`config.mk`:
```
export PLATFORM = sky130hd
export DESIGN_NAME = decode_stage_param
export DESIGN_NICKNAME = d
export VERILOG_FILES = /design/src/rtl/decode_stage_param.sv
export SDC_FILE = /design/constraint.sdc
export NUM_CORES = 2
export LEC_CHECK = 0
export CORE_MARGIN = 1.5
export CORE_UTILIZATION = 40
export CTS_CLUSTER_DIAMETER = 80
export DETAILED_ROUTE_END_ITERATION = 10
export GPL_ROUTABILITY_DRIVEN = 0
export PLACE_DENSITY_LB_ADDON = 0.3
export SLEW_MARGIN = 10
export SYNTH_ARGS = -nofsm -noshare
export SYNTH_HDL_FRONTEND = slang
export SYNTH_SLANG_ARGS = --single-unit
```
`constraint.sdc`:
```
create_clock -name CLk -period 3.8 [get_ports CLk]
set_input_delay 0.57 -clock CLk [delete_from_list [all_inputs] [get_ports CLk]]
set_output_delay 0.57 -clock CLk [all_outputs]
set_load 0.1 [all_outputs]
```
`src/rtl/decode_stage_param.sv`:
```
// Decode stage of a 5-stage MIPS-style pipeline.
// Holds the IF/ID pipeline register, a 32-entry register file with write-first
// bypass, the early branch comparator with forwarding muxes, and next-PC selection.
//
// Ports:
//   CLk, Reset                  clock, asynchronous active-low reset
//   StallD, FlushD              hold / bubble the IF/ID register (flush wins)
//   InstrF, PcPlus4F            fetched instruction and PC+4
//   RegWriteW, WriteRegW,
//   ResultW                     writeback port into the register file
//   ALUoutM                     memory-stage ALU result (forwarding source)
//   ForwardAD, ForwardBD        compare operand select (01 ALUoutM, 10 ResultW, else RF)
//   JumpD, BranchD, BranchNeD   control-unit decode
//   InstrD, PcPlus4D, ValidD    IF/ID register contents
//   RD1D, RD2D                  register read data (with bypass)
//   RsD, RtD, RdE_D             register fields of InstrD
//   signImmD                    sign-extended immediate
//   PcBranchD, PcJumpD          branch and jump targets
//   PcScrD                      next-PC select (00 seq, 01 branch, 10 jump)
module decode_stage_param #(
    parameter int unsigned DATA_W      = 32,
    parameter bit          BNE_EN      = 1'b1,
    parameter bit          RF_ZERO_RST = 1'b1
) (
    input  logic              CLk,
    input  logic              Reset,
    input  logic              StallD,
    input  logic              FlushD,
    input  logic [31:0]       InstrF,
    input  logic [DATA_W-1:0] PcPlus4F,
    input  logic              RegWriteW,
    input  logic [4:0]        WriteRegW,
    input  logic [DATA_W-1:0] ResultW,
    input  logic [DATA_W-1:0] ALUoutM,
    input  logic [1:0]        ForwardAD,
    input  logic [1:0]        ForwardBD,
    input  logic              JumpD,
    input  logic              BranchD,
    input  logic              BranchNeD,
    output logic [31:0]       InstrD,
    output logic [DATA_W-1:0] PcPlus4D,
    output logic              ValidD,
    output logic [DATA_W-1:0] RD1D,
    output logic [DATA_W-1:0] RD2D,
    output logic [4:0]        RsD,
    output logic [4:0]        RtD,
    output logic [4:0]        RdE_D,
    output logic [DATA_W-1:0] signImmD,
    output logic [DATA_W-1:0] PcBranchD,
    output logic [DATA_W-1:0] PcJumpD,
    output logic [1:0]        PcScrD
);

    logic [31:0]       instr_q;
    logic [DATA_W-1:0] pc_plus4_q;
    logic              valid_q;
    logic [DATA_W-1:0] rf_q [32];
    logic              rf_we;
    logic [DATA_W-1:0] cmp_a;
    logic [DATA_W-1:0] cmp_b;
    logic              equal_d;
    logic              taken_d;
    logic              jump_sel;

    // IF/ID pipeline register; a flush bubbles the slot but keeps the PC.
    always_ff @(posedge CLk or negedge Reset) begin
        if (!Reset) begin
            instr_q    <= '0;
            pc_plus4_q <= '0;
            valid_q    <= 1'b0;
        end else if (FlushD) begin
            instr_q <= '0;
            valid_q <= 1'b0;
        end else if (!StallD) begin
            instr_q    <= InstrF;
            pc_plus4_q <= PcPlus4F;
            valid_q    <= 1'b1;
        end
    end

    // Gating with Reset keeps the non-reset variant from writing while reset is held.
    assign rf_we = RegWriteW && (WriteRegW != 5'd0) && Reset;

    generate
        if (RF_ZERO_RST) begin : g_rf_rst
            always_ff @(posedge CLk or negedge Reset) begin
                if (!Reset) begin
                    for (int i = 0; i < 32; i++) begin
                        rf_q[i] <= '0;
                    end
                end else if (rf_we) begin
                    rf_q[WriteRegW] <= ResultW;
                end
            end
        end else begin : g_rf_norst
            always_ff @(posedge CLk) begin
                if (rf_we) begin
                    rf_q[WriteRegW] <= ResultW;
                end
            end
        end
    endgenerate

    assign InstrD   = instr_q;
    assign PcPlus4D = pc_plus4_q;
    assign ValidD   = valid_q;
    assign RsD      = instr_q[25:21];
    assign RtD      = instr_q[20:16];
    assign RdE_D    = instr_q[15:11];
    assign signImmD = {{(DATA_W-16){instr_q[15]}}, instr_q[15:0]};

    // Register 0 is hard-wired; a same-cycle write to the read address is bypassed.
    always_comb begin
        RD1D = '0;
        RD2D = '0;
        if (RsD != 5'd0) begin
            RD1D = (RegWriteW && (WriteRegW == RsD)) ? ResultW : rf_q[RsD];
        end
        if (RtD != 5'd0) begin
            RD2D = (RegWriteW && (WriteRegW == RtD)) ? ResultW : rf_q[RtD];
        end
    end

    always_comb begin
        cmp_a = RD1D;
        cmp_b = RD2D;
        case (ForwardAD)
            2'b01:   cmp_a = ALUoutM;
            2'b10:   cmp_a = ResultW;
            default: cmp_a = RD1D;
        endcase
        case (ForwardBD)
            2'b01:   cmp_b = ALUoutM;
            2'b10:   cmp_b = ResultW;
            default: cmp_b = RD2D;
        endcase
    end

    assign equal_d  = (cmp_a == cmp_b);
    assign taken_d  = BranchD & valid_q & ((BNE_EN && BranchNeD) ? ~equal_d : equal_d);
    assign jump_sel = JumpD & valid_q;
    assign PcScrD   = {jump_sel, taken_d & ~jump_sel};

    // Shift truncates to DATA_W, so the add wraps with no carry out.
    assign PcBranchD = pc_plus4_q + (signImmD << 2);
    assign PcJumpD   = {pc_plus4_q[DATA_W-1:28], instr_q[25:0], 2'b00};

endmodule

```
# Yosys cells after proc, flatten, opt, wreduce, memory -nomap -nowiden
# Cells that the tools add are included.
[classes] add_sub_neg=1 order_cmp=4 eq_ne=8 n_mux=20 n_bitwise=11 n_reduce_logical=9
[op_table] cell="$bwmux W1024" count=1
[op_table] cell="$mux W32" count=11
[op_table] cell="$bmux W32 S5" count=2
[op_table] cell="$demux W32 S5" count=1
[op_table] cell="$pmux W32 S2" count=2
[op_table] cell="$add A32 B32 Y32" count=1
[op_table] cell="$eq A32 B32 Y1" count=1
[op_table] cell="$ge A6 B6 Y1 const B" count=3
[op_table] cell="$not A5 Y6" count=3
[op_table] cell="$reduce_bool A5 Y1" count=3
[op_table] cell="$eq A5 B5 Y1" count=2
[op_table] cell="$lt A6 B1 Y1 const B" count=1
[op_table] cell="$logic_and A1 B1 Y1" count=5
[op_table] cell="$and A1 B1 Y1" count=4
[op_table] cell="$eq A2 B1 Y1 const B" count=2
[op_table] cell="$eq A2 B2 Y1 const B" count=2
[op_table] cell="$not A1 Y1" count=4
[op_table] cell="$mux W1" count=3
[op_table] cell="$ne A2 B1 Y1 const B" count=1
[op_table] cell="$reduce_and A2 Y1" count=1
[word_totals] ff_bits=1089 output_inout_bits=242 elab_cells=88

# Longest topological paths before layout
[logic_depth] depth_word=12 ltp_mapped=16 ltp_nobuf=14

# Worst setup path before layout
# OpenSTA, ideal clock, no wires.
[synth_timing] path_kind="register to output" startpoint="register instr_q[17], in the netlist InstrD[17]" endpoint="output port PcScrD[0]" arrival_ns=5.971 t_required_ns=3.230 path_slack_ns=-2.741 stages_incl_launch_ff=16 path_buffers=5 path_cell_list="dfrtp_1 -> buf_2 -> buf_4 -> buf_4 -> buf_2 -> buf_2 -> mux4_2 -> a22oi_1 -> a21oi_1 -> o21ai_0 -> a21oi_1 -> o21ai_0 -> xnor2_1 -> nand4_1 -> xor2_1 -> nor3_2"
[synth_between] elab_chain_len=12 word_cells_on_any_way=15 classes_between="2 x eq/ne; 7 x mux; 4 x bitwise; 2 x reduce/logical"
[synth_rtl] element="start: declaration" line_no="54" text="logic [31:0] instr_q;"
[synth_rtl] element="start signal: assignment" line_no="75" text="instr_q <= InstrF;"
[synth_rtl] element="$not A5 Y6 (not written as such)" line_no="120" text="RD2D = (RegWriteW && (WriteRegW == RtD)) ? ResultW : rf_q[RtD];"
[synth_rtl] element="$bmux W32 S5" line_no="120"
[synth_rtl] element="$mux W32 (not written as such) (2 in series)" line_no="120"
[synth_rtl] element="$mux W32" line_no="120"
[synth_rtl] element="$mux W32 *" line_no="119" text="if (RtD != 5'd0) begin"
[synth_rtl] element="via RD2D[24]" line_no="44" text="output logic [DATA_W-1:0] RD2D,"
[synth_rtl] element="$pmux W32 S2 *" line_no="132" text="case (ForwardBD)"
[synth_rtl] element="$eq A32 B32 Y1 *" line_no="139" text="assign equal_d = (cmp_a == cmp_b);"
[synth_rtl] element="$not A1 Y1" line_no="140" text="assign taken_d = BranchD & valid_q & ((BNE_EN && BranchNeD) ? ~equal_d : equal_d);"
[synth_rtl] element="$mux W1 *" line_no="140"
[synth_rtl] element="$and A1 B1 Y1 *" line_no="140"
[synth_rtl] element="$and A1 B1 Y1 *" line_no="142" text="assign PcScrD = {jump_sel, taken_d & ~jump_sel};"
[synth_rtl] element="end: declaration" line_no="51" text="output logic [1:0] PcScrD"
# Mark *: on every way through the listed nets, which the timed path passes. The rest lies on a longest branch. The select of a mux whose other input is x is not followed.

# Worst setup path in the final report
[layout_timing] startpoint="register instr_q[16], in the netlist InstrD[16]" endpoint="output port PcScrD[0]"
[layout_between] elab_chain_len=12 word_cells_on_any_way=15 classes_between="2 x eq/ne; 7 x mux; 4 x bitwise; 2 x reduce/logical"
[layout_rtl] element="$not A5 Y6 (not written as such)" line_no="120"
[layout_rtl] element="$bmux W32 S5" line_no="120"
[layout_rtl] element="$mux W32 (not written as such) (2 in series)" line_no="120"
[layout_rtl] element="$mux W32" line_no="120"
[layout_rtl] element="$mux W32 *" line_no="119"
[layout_rtl] element="$pmux W32 S2 *" line_no="132"
[layout_rtl] element="$eq A32 B32 Y1 *" line_no="139"
[layout_rtl] element="$not A1 Y1" line_no="140"
[layout_rtl] element="$mux W1 *" line_no="140"
[layout_rtl] element="$and A1 B1 Y1 *" line_no="140"
[layout_rtl] element="$and A1 B1 Y1 *" line_no="142"
# Every way passes the cells marked *; elsewhere a longest branch is shown, timed or not. The select of a mux whose other input is x is not followed.

==> run metrics <==
relative slew slack=0.268; Rows=between 100 and 150; commonest non-fill, non-tap cells in the layout=dfrtp_1 (1044), mux2_2 (1033), buf_4 (820); vias in the first global route=49444; total track usage=0.326; crit path kind=reg2out; Synth Area per Inst=between 10 and 15 um^2; Tmin final=5.42 ns; DP Worst Slack=-1.07 ns; HP Class=in2reg; CP max-delay cell=nor4_4; fmax=0.185 GHz; H-tree depth=3; internal power=25.3 mW; worst-case clock buffer depth=3; sequential fraction of the synthesis area=0.440; Lkg Pwr=between 30 and 40 nW; Synth Area in XOR/XNOR=0.00876; Switching Fraction=0.335; Die X=397 um; GRT overflow=0; pwr dens=around 450 nW/um^2; mapped cell area=62000 um^2; Crit path top cell by count=buf_12; cts bufs inserted=between 100 and 150; I/O Buffers=between 300 and 400; FF+latch count, synth=1089; # setup viols final=81; vias per cell=about 6.4; M3 GR Usage=0.106; Starting Density=0.403; Top Usage Layer GRT=met2; # IOs=387; Num Clock Sinks=between 1000 and 1500; met2 global-route usage=0.472; Synth Area in Adders=0.00699; Clk Tree Root Cell=clkbuf_16; die area=between 150000 and 200000 um^2; RSZ-0062 raised after global routing=yes; largest net degree at the start of global routing=166; most common cell after layout, fill and taps aside=dfrtp_1; TNS Setup=-24.48 ns; Post-synth ARST share=1.00; CTS tree=yes; Net Sw Power=roughly 13 mW; Post-synth EDFFs=0; CP Cell Sequence=buf_12, buf_12, buf_12, buf_16, mux4_2, mux2i_4, nor3_1, nor4_4, o21ai_0, xnor2_1, o221ai_1, nor3_1, nand4_1, buf_6, xor2_2, nor3_4, buf_12; Post-Syn Instances=4610; share of cells above drive strength 1=0.588; worst slew pin tran=approximately 1.1 ns; Max Cap Viol=0; Crit path largest cell delay=between 0.5 and 0.6 ns; Worst Skew=0 ns; power share of the clock group=0.311; Routed Antenna Nets=0; sequential power share=0.373; Worst-Skew Late Latency=0.77 ns; drt total wl=~260 mm; total power=38.1 mW; Hold Fails Final Rpt=0; period utilization=1.43; Die Y=397 um; core area=154000 um^2; status=finished, violations left; most used flip-flop cell after synthesis=dfrtp_1; maximum fanout along the worst path=8; vias=49608; required time worst endpoint=3.23 ns; Simple-Gate Fraction of Synth Area=0.0388; Bufs and invs on worst path=6; met1 usage=0.434; Layout Area Growth over Synthesis=36.8%; initial drt markers=~6500; DPL Wire Length=between 150 and 200 mm; largest family of logic cells by synthesized area=multiplexers; Synth Warn #=0; arrival time worst endpoint=4.85 ns; Fill cells=12353; drt wl/cell=33.4 um; mux cell area share after synthesis=0.390; post-synthesis compound-gate area fraction=0.0669; nets@finish=5833; crit end category=primary output; peak supply drop=0.388 mV; fin worst setup slack=-1.62 ns; antenna violations before repair=6; Unique masters post-synth=85; drt pass-1 iters=8; CTS clk-pin slew, worst paths=0.06 ns; failing checks=negative setup slack; global-route wire length before repair=368 mm; Crit path max-delay family=simple AND/OR/NAND/NOR gates; fin. max-slew vios=0; CP startpoint kind=flop; share of total power in combinational logic=0.316; DRC viols=0
-- worst reg2reg max path: cells and delay by family, from the launching register on --
kind | cells | cell delay (ns)
AND/OR/NAND/NOR | 1 | 0.06
multiplexers | 1 | 0.12
buffers and inverters | 4 | 0.59
flip-flops | 1 | 0.49
-- layer usage --
layer | routed length, um | up-vias
li1 | - | 19610
met4 | 16600 | 2
met3 | 32700 | 793
met5 | 14 | -
met2 | 111000 | 3314
met1 | 100000 | 25889
-- path summary, 6_finish.rpt --
| kind | startpoint | to | cells after the start | slack [ns] |
|---|---|---|---|---|
| max | InstrD[16] | PcScrD[0] | 17 | -1.62 |
| min | StallD | PcPlus4D[3] | 4 | 0.30 |
| max reg2reg | InstrD[21] | InstrD[21] | 6 | 2.39 |
| min reg2reg | rf_q[1014] | rf_q[1014] | 0 | 0.39 |
| max in group asynchronous | Reset | rf_q[562] | 5 | 1.56 |
| min in group asynchronous | Reset | rf_q[434] | 3 | 0.49 |
-- cell families after synthesis --
kind of cell | count (synthesis)
mux | 1735
fa+ha+maj | 34
other cells | 1
compound gates | 585
buf+inv | 587
xor+xnor | 62
flops | 1089
simple gates | 517
-- through the flow --
stage | area [um^2] | hold WS, ns | cells | utilization
2_1_floorplan | 63000 | 0.274 | 4611 | -
3_3_place_gp | 76300 | 0.378 | 7431 | 0.496
3_5_place_dp | 76300 | 0.384 | 7431 | 0.496
4_1_cts | 83500 | 0.283 | 7753 | 0.543
5_1_grt | 84700 | 0.366 | 7797 | 0.551
6_report | 84700 | 0.299 | 7798 | 0.551
-- synthesized netlist by cell type, types with 17 or more instances --
library cell	n	share of area
o22ai_1	26	0.0026
nor2_1	179	0.011
nand2_1	137	0.0083
nor2b_1	25	0.0025
mux2_2	1037	0.19
mux4_2	436	0.16
mux2i_1	259	0.042
nand3_1	28	0.0023
ha_1	33	0.0067
xnor2_1	48	0.0068
a22o_1	21	0.0030
a21oi_1	106	0.0086
nand2b_1	17	0.0017
a211oi_1	44	0.0053
nor3_1	42	0.0034
dfrtp_1	1089	0.44
buf_6	27	0.0049
inv_1	23	0.0014
clkbuf_1	312	0.019
buf_2	66	0.0053
buf_1	36	0.0022
o21ai_0	74	0.0060
a22oi_1	97	0.012
buf_4	109	0.013
a221oi_1	60	0.0085
and2_1	22	0.0022
-- power by group through the flow --
stage               combinational, mW  clock (mW)  sequential, mW
global route                     12.4        12.4            14.3
floorplan                        6.37           0            14.5
detailed placement               11.0           0            14.3
CTS                              11.6        11.9            14.1
finish                           12.0        11.8            14.2
global placement                 10.9           0            14.2
-- registers in the layout, summed over array words and instances, names as in the netlist --
| register | count |
|---|---|
| rf_q | 1024 |
| PcPlus4D | 32 |
| InstrD | 32 |
| ValidD | 1 |
-- repair_timing --
action                                  in CTS  in global routing
hold buffers                                 1                  0
resized for setup                          486                184
hold endpoints to repair                    28                  0
gates cloned                                10                  3
endpoints found under the setup margin      83                 85
buffers inserted                           124                 51
pin swaps                                  182                111
-- layout make-up --
cell class	count	area, um^2	share of cell area
antenna	6	15.0	0.000177
clock buffer	166	3420	0.0403
clock inverter	47	498	0.00588
inverter	27	110	0.00130
multi-input combinational	2935	34700	0.410
sequential	1089	27300	0.323
tap	2044	2560	0.0302
timing repair buffer	1484	16100	0.190
Note: power is estimated with default switching activity, not from simulation.
